File: config.mk
export PLATFORM = sky130hd
export DESIGN_NAME = cp0_ctrl
export DESIGN_NICKNAME = d
export VERILOG_FILES = /design/src/rtl/cp0_ctrl.sv
export SDC_FILE = /design/constraint.sdc
export NUM_CORES = 1
export LEC_CHECK = 0
export BUFFER_PORTS_ARGS = -buffer_cell sky130_fd_sc_hd__buf_2
export CELL_PAD_IN_SITES_DETAIL_PLACEMENT = 1
export CELL_PAD_IN_SITES_GLOBAL_PLACEMENT = 1
export CORE_UTILIZATION = 40
export CTS_CLUSTER_SIZE = 40
export DETAILED_ROUTE_END_ITERATION = 10
export PLACE_DENSITY = 0.93
export SLEW_MARGIN = 30
export SYNTH_ARGS = -nofsm -noshare
export SYNTH_HDL_FRONTEND = slang
export SYNTH_SLANG_ARGS = --single-unit
File: constraint.sdc
create_clock -name clk -period 4.2 [get_ports clk]
set_clock_uncertainty 0.1 [all_clocks]
set_input_delay 0.63 -clock clk [delete_from_list [all_inputs] [get_ports clk]]
set_output_delay 0.63 -clock clk [all_outputs]
set_load 0.02 [all_outputs]
File: src/rtl/cp0_ctrl.sv
// CP0 control block: Status/Cause/EPC/BadVAddr, exception capture and interrupt request.
// Optional Count/Compare timer and timer interrupt on IP[7] are built when CP0_TIMER_INT_EN is defined.
module cp0_ctrl #(
    parameter int HW_INT_NUM = 6,
    parameter int TIMER_DIV  = 2
) (
    input  logic                  clk,
    input  logic                  rst,
    input  logic [7:0]            cp0_addr,
    output logic [31:0]           cp0_rdata,
    input  logic                  cp0_wen,
    input  logic [31:0]           cp0_wdata,
    input  logic [6:0]            exc_type,
    input  logic [31:0]           PC,
    input  logic                  is_slot,
    input  logic [31:0]           bad_vaddr,
    input  logic [HW_INT_NUM-1:0] int_in,
    input  logic                  eret,
    output logic [31:0]           EPC,
    output logic                  int_happen
);

    localparam logic [4:0] REG_BADVADDR = 5'd8;
    localparam logic [4:0] REG_COUNT    = 5'd9;
    localparam logic [4:0] REG_COMPARE  = 5'd11;
    localparam logic [4:0] REG_STATUS   = 5'd12;
    localparam logic [4:0] REG_CAUSE    = 5'd13;
    localparam logic [4:0] REG_EPC      = 5'd14;

    typedef struct packed {
        logic       valid;
        logic [4:0] code;
        logic       bad;   // winner carries a faulting address
    } exc_t;

    logic [4:0] reg_n;
    logic       sel0;
    logic       sw_we;
    exc_t       exc;

    logic [7:0]  im_q, im_d;
    logic        exl_q, exl_d;
    logic        ie_q, ie_d;
    logic        bd_q, bd_d;
    logic [4:0]  exccode_q, exccode_d;
    logic [1:0]  ip_sw_q, ip_sw_d;
    logic [5:0]  ip_hw_q, ip_hw_d;
    logic [31:0] epc_q, epc_d;
    logic [31:0] badvaddr_q, badvaddr_d;

    logic [5:0]  int_pad;
    logic [7:0]  ip;
    logic        ti;
    logic [31:0] count_rd, compare_rd;

    assign reg_n = cp0_addr[7:3];
    assign sel0  = (cp0_addr[2:0] == 3'd0);
    // Any exception in the cycle discards the software write in full.
    assign sw_we = cp0_wen && sel0 && !(|exc_type);

    always_comb begin
        exc = '{valid: 1'b1, code: 5'h00, bad: 1'b0};
        casez (exc_type)
            7'b1??????: exc = '{valid: 1'b1, code: 5'h00, bad: 1'b0};
            7'b01?????: exc = '{valid: 1'b1, code: 5'h04, bad: 1'b1};
            7'b001????: exc = '{valid: 1'b1, code: 5'h05, bad: 1'b1};
            7'b0001???: exc = '{valid: 1'b1, code: 5'h08, bad: 1'b0};
            7'b00001??: exc = '{valid: 1'b1, code: 5'h09, bad: 1'b0};
            7'b000001?: exc = '{valid: 1'b1, code: 5'h0a, bad: 1'b0};
            7'b0000001: exc = '{valid: 1'b1, code: 5'h0c, bad: 1'b0};
            default:    exc = '{valid: 1'b0, code: 5'h00, bad: 1'b0};
        endcase
    end

    always_comb begin
        int_pad = '0;
        int_pad[HW_INT_NUM-1:0] = int_in;
    end

    always_comb begin
        im_d       = im_q;
        exl_d      = exl_q;
        ie_d       = ie_q;
        bd_d       = bd_q;
        exccode_d  = exccode_q;
        ip_sw_d    = ip_sw_q;
        ip_hw_d    = int_pad;
        epc_d      = epc_q;
        badvaddr_d = badvaddr_q;

        if (sw_we) begin
            case (reg_n)
                REG_STATUS: begin
                    im_d  = cp0_wdata[15:8];
                    exl_d = cp0_wdata[1];
                    ie_d  = cp0_wdata[0];
                end
                REG_CAUSE: ip_sw_d = cp0_wdata[9:8];
                REG_EPC:   epc_d   = cp0_wdata;
                default: ;
            endcase
        end

        if (eret)
            exl_d = 1'b0;

        if (exc.valid) begin
            exl_d     = 1'b1;
            exccode_d = exc.code;
            // Nested exceptions keep the original return point.
            if (!exl_q) begin
                epc_d = is_slot ? (PC - 32'd4) : PC;
                bd_d  = is_slot;
            end
            if (exc.bad)
                badvaddr_d = bad_vaddr;
        end
    end

    always_ff @(posedge clk or posedge rst) begin
        if (rst) begin
            im_q       <= '0;
            exl_q      <= 1'b0;
            ie_q       <= 1'b0;
            bd_q       <= 1'b0;
            exccode_q  <= '0;
            ip_sw_q    <= '0;
            ip_hw_q    <= '0;
            epc_q      <= '0;
            badvaddr_q <= '0;
        end else begin
            im_q       <= im_d;
            exl_q      <= exl_d;
            ie_q       <= ie_d;
            bd_q       <= bd_d;
            exccode_q  <= exccode_d;
            ip_sw_q    <= ip_sw_d;
            ip_hw_q    <= ip_hw_d;
            epc_q      <= epc_d;
            badvaddr_q <= badvaddr_d;
        end
    end

`ifdef CP0_TIMER_INT_EN
    localparam int PW = (TIMER_DIV > 1) ? $clog2(TIMER_DIV) : 1;

    logic [PW-1:0] pre_q, pre_d;
    logic [31:0]   count_q, count_d;
    logic [31:0]   compare_q, compare_d;
    logic          ti_q, ti_d;

    always_comb begin
        pre_d     = pre_q;
        count_d   = count_q;
        compare_d = compare_q;
        ti_d      = ti_q | (count_q == compare_q);

        if (sw_we && reg_n == REG_COUNT) begin
            count_d = cp0_wdata;
            pre_d   = '0;
        end else if (pre_q == PW'(TIMER_DIV - 1)) begin
            pre_d   = '0;
            count_d = count_q + 32'd1;
        end else begin
            pre_d   = pre_q + PW'(1);
        end

        if (sw_we && reg_n == REG_COMPARE) begin
            compare_d = cp0_wdata;
            ti_d      = 1'b0;
        end
    end

    always_ff @(posedge clk or posedge rst) begin
        if (rst) begin
            pre_q     <= '0;
            count_q   <= '0;
            compare_q <= '0;
            ti_q      <= 1'b0;
        end else begin
            pre_q     <= pre_d;
            count_q   <= count_d;
            compare_q <= compare_d;
            ti_q      <= ti_d;
        end
    end

    assign ti         = ti_q;
    assign count_rd   = count_q;
    assign compare_rd = compare_q;
`else
    assign ti         = 1'b0;
    assign count_rd   = 32'd0;
    assign compare_rd = 32'd0;
`endif

    // ip_hw_q[5] is already zero when fewer than six lines exist.
    assign ip = {ip_hw_q[5] | ti, ip_hw_q[4:0], ip_sw_q};

    assign int_happen = !exl_q && ie_q && (|(im_q & ip));
    assign EPC        = epc_q;

    always_comb begin
        cp0_rdata = 32'd0;
        if (sel0) begin
            case (reg_n)
                REG_BADVADDR: cp0_rdata = badvaddr_q;
                REG_COUNT:    cp0_rdata = count_rd;
                REG_COMPARE:  cp0_rdata = compare_rd;
                REG_STATUS:   cp0_rdata = {9'd0, 1'b1, 6'd0, im_q, 6'd0, exl_q, ie_q};
                REG_CAUSE:    cp0_rdata = {bd_q, ti, 14'd0, ip, 1'b0, exccode_q, 2'b00};
                REG_EPC:      cp0_rdata = epc_q;
                default:      cp0_rdata = 32'd0;
            endcase
        end
    end

endmodule

# After elaboration in Yosys (flattened, before gate mapping)
# Index checks and enable logic that the tools add are counted.
[classes]
n_lt_le_gt_ge = 0
n_shift = 0
n_mul = 0
div = 0
mux = 12
n_eq_ne = 10
bitwise_logic = 2
add_sub_neg = 1
reduce_logical = 16
[op_table]
columns = ["operator", "count"]
rows = [
  ["32-bit two-way mux", 6],
  ["32-bit case mux with 4 select lines", 1],
  ["7-bit case mux with 7 select lines", 1],
  ["32-bit by 3-bit subtractor with 32-bit output (second input constant)", 1],
  ["5-bit by 4-bit equality test with 1-bit output (second input constant)", 4],
  ["2-bit AND reduction", 5],
  ["8-bit AND", 1],
  ["8-bit OR reduction", 1],
  ["7-bit by 1-bit equality test with 1-bit output (second input constant)", 1],
  ["7-bit OR reduction", 1],
  ["6-bit by 1-bit equality test with 1-bit output (second input constant)", 1],
  ["3-bit nonzero test", 2],
  ["5-bit by 1-bit equality test with 1-bit output (second input constant)", 1],
  ["4-bit by 1-bit equality test with 1-bit output (second input constant)", 1],
  ["1-bit logical AND", 4],
  ["1-bit two-way mux", 4],
  ["3-bit by 1-bit equality test with 1-bit output (second input constant)", 1],
  ["3-bit logical NOT", 1],
  ["2-bit by 1-bit equality test with 1-bit output (second input constant)", 1],
  ["1-bit logical NOT", 2],
  ["1-bit NOT", 1],
]
[totals]
reg_bits = 88
mem_bits_rw = 0
latch_bits = 0
n_memories = 0
rom_bits = 0
output_inout_bits = 65

# Logic depth before layout (Yosys ltp)
# Gate-level depths: netlist of run 1.
[depth]
word_depth = 6
mapped_depth = 7
depth_no_buf = 6

# Worst setup path after synthesis of run 1
# No wires, ideal clock.
[synth_path]
path_type = "in2out"
from = "input cp0_addr[3]"
to = "output cp0_rdata[14]"
required_ps = 3470
arrival_ps = 2208
cell_stages = 5
path_slack_ps = 1262
path_cell_list = "clkbuf_1 -> nor4b_1 -> clkbuf_1 -> a22oi_1 -> a21oi_1"
[synth_via]
elab_chain_cells = 3
word_cells_on_any_way = 6
cone_classes = "eq/ne (4); mux (2)"
[synth_rtl]
columns = ["item", "line_no", "source"]
rows = [
  ["start, declared", "9", "input logic [7:0] cp0_addr,"],
  ["5-bit by 4-bit equality test with 1-bit output", "206", "case (reg_n)"],
  ["32-bit case mux with 4 select lines *", "206", ""],
  ["32-bit two-way mux *", "205", "if (sel0) begin"],
  ["end, declared", "10", "output logic [31:0] cp0_rdata,"],
]
# Every way passes the cells marked *; elsewhere a longest branch is shown, timed or not.

# Worst setup path in the final report of run 1
[layout_path]
from = "input cp0_addr[7]"
to = "output cp0_rdata[5]"
# The elaborated chain is that of the path after synthesis.

==> results of run 1 <==
## logic make-up after synthesis
logic type	Yosys count	share of synthesized area, %
and+or+nand+nor	102	12.8
muxes	99	22.0
AOI/OAI and AO/OA	74	10.9
adders and majority gates	2	0.475
xor gates and xnor gates	27	4.98
buffers and inverters	33	2.87
DFF	87	45.9
## registers in the layout, indices dropped and copies added (netlist names), 2 cells and up
name and cells:
EPC 32, badvaddr_q 32, exccode_q 4, im_q 8
ip_hw_q 6, ip_sw_q 2
## synthesized netlist by cell type, types with 4 or more instances
| master | n | share of area [%] |
|---|---|---|
| nor2_1 | 29 | 2.3 |
| clkbuf_1 | 18 | 1.4 |
| or3_1 | 5 | 0.66 |
| nor4_1 | 7 | 0.92 |
| dfrtp_1 | 87 | 46 |
| nand2_1 | 13 | 1.0 |
| a21oi_1 | 9 | 0.95 |
| xnor2_1 | 23 | 4.2 |
| a222oi_1 | 7 | 1.5 |
| inv_1 | 8 | 0.63 |
| mux2i_1 | 55 | 12 |
| o21ai_0 | 16 | 1.7 |
| xor2_1 | 4 | 0.74 |
| mux2_2 | 44 | 10 |
| nor3_1 | 22 | 2.3 |
| a22oi_1 | 34 | 5.4 |
## power breakdown
part           switching [W]  internal (W)
Clock               0.000345      0.000599
Sequential         0.0000672      0.000927
Combinational       0.000202      0.000155
Total               0.000614       0.00168
## metal layers
metal  track usage (%)  up-vias  wire (µm)
met2              46.3      163       8300
li1                  -     1944          -
met4              10.6        0        352
met5                 0        -          0
met1              33.4     2126       6600
met3              5.90       25        916
## critical path, stage by stage
cell and delay, ns:
buf_2 0.10, nor2b_1 0.23, nand2_1 0.27, nor3_2 0.53
buf_4 0.28, a222oi_1 0.10, nor2_1 0.14, buf_2 0.19
## per-stage QoR
stage	utilization, %	std cells
after global placement	50.8	736
after CTS	53.8	752
final	53.9	752
after global routing	53.9	752
after detailed placement	50.8	736
after floorplan	-	424
## path summary, 6_finish.rpt
path	slack, ns	start	cells after the start	endpoint
max	0.99	cp0_addr[7]	8	cp0_rdata[5]
min	0.28	int_in[2]	1	ip_hw_q[2]
max reg2reg	2.30	exl_q	4	EPC[11]
min reg2reg	0.41	badvaddr_q[19]	1	badvaddr_q[19]
max in group asynchronous	2.78	rst	3	EPC[9]
min in group asynchronous	0.29	rst	2	badvaddr_q[13]
## cell type report
cell class | count | area (µm²)
Fill cell | 1315 | 5290
Multi-Input combinational cell | 304 | 2450
Sequential cell | 87 | 2180
Timing Repair Buffer | 194 | 991
Clock buffer | 11 | 243
Tap cell | 143 | 179
Clock inverter | 5 | 104
Inverter | 8 | 32.5
==> metrics, run 1 <==
DP Worst Slack=0.717 ns; Hold Buf Count CTS=0; antenna cells=0; Synthesized Nets=547; drt drc=0; Placement Cell Area=5830 µm²; global placement routability congestion=0.845; Longest Clk Path Bufs=2; Final min period=3.21 ns; EDFF count, synth=0; Final Cycle Share=76.5%; Worst Max-Slew Pin Slew=0.972 ns; Die H=111 µm; Die X=111 µm; global route overflow=0; total wire length=16200 µm; IO buf count=186; Seq/Total Area, Yosys=45.9%; GRT Total Usage=27.1%; IR drop worst, VDD=0.000218 V; Setup Total Neg Slack=0 ns; f_max=311 MHz; clock slew at reported path FFs=0.07 ns; hpwl dp=11600 µm; CTS HTree Levels=3; DRT antenna net count=0; vias per inst=5.66; WP data arrival=2.48 ns; Setup-failing EPs final=0; Fin. Hold Viols=0; mapped cell area=4740 µm²; most frequent cells in the layout=186 x buf_2, 87 x dfrtp_1, 55 x mux2i_1; Yosys reg bits=87; worst hold path class=in -> reg; wire per inst=21.5 µm; Worst Path Required=3.47 ns; initial core utilization=41.4%; 1st-iter DRT viols=302; vias in the first global route=4646; first-pass GRT wire length=25400 µm; commonest non-fill, non-tap cell in the layout=buf_2; Final Power=0.00230 W; die area=12300 µm²; P_leak=2.60 nW; Top Ports=187; CTS tree=built; CP endpoint kind=output port; initial antenna violation count=0; ys async rst share=100%; Final Cell Area=6180 µm²; TritonCTS Buffers=9; critical path launch point type=input pin; Sink Count=87; max_slew headroom=35.2%; Clock Latency Late Sink=0.34 ns; largest net degree at the start of global routing=55; postcts setup bufs=0; Vias=4258; CTS root buf=clkbuf_16; Setup CP Type=in -> out; Core Region=11500 µm²; Pwr Density=371 nW/µm²; fin worst setup slack=0.988 ns; fin. max-slew vios=0; Placement Rows=39; CTS resizes=0; number of cells produced by synthesis=424; worst hold slack=0.277 ns; Crit Path Max Fanout=7; Top FF cell, synth=dfrtp_1; status=finished, final reports clean; drt pass-1 iters=8; Layout area overhead=30.3%; RSZ-0062 raised after global routing=no; Nets=727; Warnings, synthesis=0; Synth cell types=39; maxcap violations=0; syn avg cell area=11.2 µm²; layout cell share with drive strength beyond 1=44.3%
Note: power is estimated with default switching activity, not from simulation.
==> run 2, diff against run 1 <==
--- a/config.mk
+++ b/config.mk
@@ -8,10 +8,10 @@
 export BUFFER_PORTS_ARGS = -buffer_cell sky130_fd_sc_hd__buf_2
 export CELL_PAD_IN_SITES_DETAIL_PLACEMENT = 1
 export CELL_PAD_IN_SITES_GLOBAL_PLACEMENT = 1
-export CORE_UTILIZATION = 40
+export CORE_UTILIZATION = 34
 export CTS_CLUSTER_SIZE = 40
 export DETAILED_ROUTE_END_ITERATION = 10
-export PLACE_DENSITY = 0.93
+export PLACE_DENSITY = 0.85
 export SLEW_MARGIN = 30
 export SYNTH_ARGS = -nofsm -noshare
 export SYNTH_HDL_FRONTEND = slang
==> constraint.sdc (replaced) <==
create_clock -name clk -period 2.95 [get_ports clk]
set_clock_uncertainty 0.1 [all_clocks]
set_input_delay 0.4425 -clock clk [delete_from_list [all_inputs] [get_ports clk]]
set_output_delay 0.4425 -clock clk [all_outputs]
set_load 0.02 [all_outputs]
==> run 2 against run 1 <==
Register-to-register slack worse by 0.89 ns; largest power group unchanged; sequential share of layout area down 0.39 points; first-iteration DRC count down 20%; non-clock buffer count up 9; sequential cell count unchanged; highest routed layer unchanged; power up 32%.
==> metrics, run 2 (synthesized netlist as in run 1, its figures left out) <==
max_slew headroom=61.1%; Vias=4313; RSZ-0062 raised after global routing=no; Crit Path Max Fanout=16; wire per inst=20.2 µm; Layout area overhead=31.7%; worst hold path class=in -> reg; Critical Path Sink=cp0_rdata[11]; DRT antenna net count=0; Final Cycle Share=86.7%; maxcap violations=0; Post-Layout Cell Count=796; Setup-failing EPs final=0; initial antenna violation count=3; Critical R2R Launch=exl_q; Critical Path Most Common Cell=buf_2; r2r endpoint=EPC[28]; most frequent cells in the layout=186 x buf_2, 87 x dfrtp_1, 55 x mux2i_1; worst reg2reg path depth=3; CTS HTree Levels=3; initial core utilization=35.4%; Pwr Density=484 nW/µm²; max incr delay on CP=0.29 ns; status=finished, final reports clean; Die X=120 µm; commonest non-fill, non-tap cell in the layout=buf_2; Core Region=13400 µm²; FF-to-FF setup slack=1.41 ns; layout cell share with drive strength beyond 1=44.4%; CP endpoint kind=output port; Setup CP Type=in -> out; Worst Path Required=2.41 ns; postcts setup bufs=0; metal3 WL=842 µm; Worst Max-Slew Pin Slew=0.576 ns; WP data arrival=2.01 ns; P_leak=2.62 nW; Setup Total Neg Slack=0 ns; Fin. Hold Viols=0; f_max=391 MHz; fin. max-slew vios=0; critical path launch point type=input pin; Placement Rows=42; Setup crit start=cp0_addr[6]; TritonCTS Buffers=9; fill count=1542; Sink Count=87; global placement routability congestion=0.846; CTS root buf=clkbuf_16; CP max-delay cell=buf_4; Nets=736; Top Ports=187; Cell Chain, Critical Path=buf_2 > nor2b_1 > nand2_1 > nor3_2 > buf_4 > a22oi_1 > a21oi_1 > buf_2; Top Layer Used=met4; vias in the first global route=4664; Placed Instances=777; global route overflow=0; vias per inst=5.42; Final min period=2.56 ns; 1st-iter DRT viols=241; total wire length=16100 µm; clock slew at reported path FFs=0.06 ns; GRT Total Usage=23.1%; largest net degree at the start of global routing=69; Die H=120 µm; Clock Latency Late Sink=0.35 ns; IR drop worst, VDD=0.000234 V; met1 WL=6910 µm; CTS resizes=0; first-pass GRT wire length=25500 µm; CTS tree=built; Final Power=0.00302 W; drt drc=0; hpwl dp=12000 µm; die area=14400 µm²; drt pass-1 iters=5; met2 wire len=8000 µm; Hold Buf Count CTS=1; IO buf count=186; Longest Clk Path Bufs=2
==> run 2: worst max-delay path: cells and delay by family <==
family | cells | cell delay, ns
buffers and inverters | 3 | 0.57
AND/OR/NAND/NOR | 3 | 0.66
AO/OA/AOI/OAI | 2 | 0.33
==> run 2: worst min-delay path by stage <==
stage                         start        endpoint  depth (start not counted)
after floorplan           int_in[0]      ip_hw_q[0]                          0
after global placement          rst  badvaddr_q[18]                          2
after detailed placement        rst         EPC[18]                          2
after CTS                 int_in[4]      ip_hw_q[4]                          1
after global routing      int_in[4]      ip_hw_q[4]                          1
final                     int_in[4]      ip_hw_q[4]                          1
==> run 2: power by group <==
part           total (W)  internal [W]  switching [W]
Sequential       0.00142       0.00132       0.000101
Combinational   0.000511      0.000226       0.000285
Clock            0.00109      0.000637       0.000454
Total            0.00302       0.00218       0.000840
==> run 2: metal layers <==
layer	global-route usage [%]	vias to the layer above
met5	0	-
met1	29.1	2170
li1	-	1956
met3	3.56	25
met4	11.5	0
met2	38.3	162
==> run 2: area by class of cell <==
| class | count | area [µm²] | area share (%) |
|---|---|---|---|
| clock buffer | 15 | 278 | 4.44 |
| sequential | 87 | 2180 | 34.8 |
| antenna | 3 | 7.51 | 0.120 |
| inverter | 8 | 31.3 | 0.501 |
| multi-input combinational | 304 | 2450 | 39.2 |
| timing repair buffer | 203 | 1090 | 17.4 |
| tap | 176 | 220 | 3.52 |
==> run 2: metrics by stage <==
stage                     util (%)  instance area [µm²]  worst slack, ns  hold slack [ns]
after floorplan                  -                 4740            0.157            0.374
after global placement        44.4                 5950            0.474            0.333
after detailed placement      44.4                 5950            0.382            0.346
after CTS                     46.6                 6240            0.395           0.0847
after global routing          46.6                 6250            0.242           0.0911
final                         46.6                 6250            0.394           0.0986
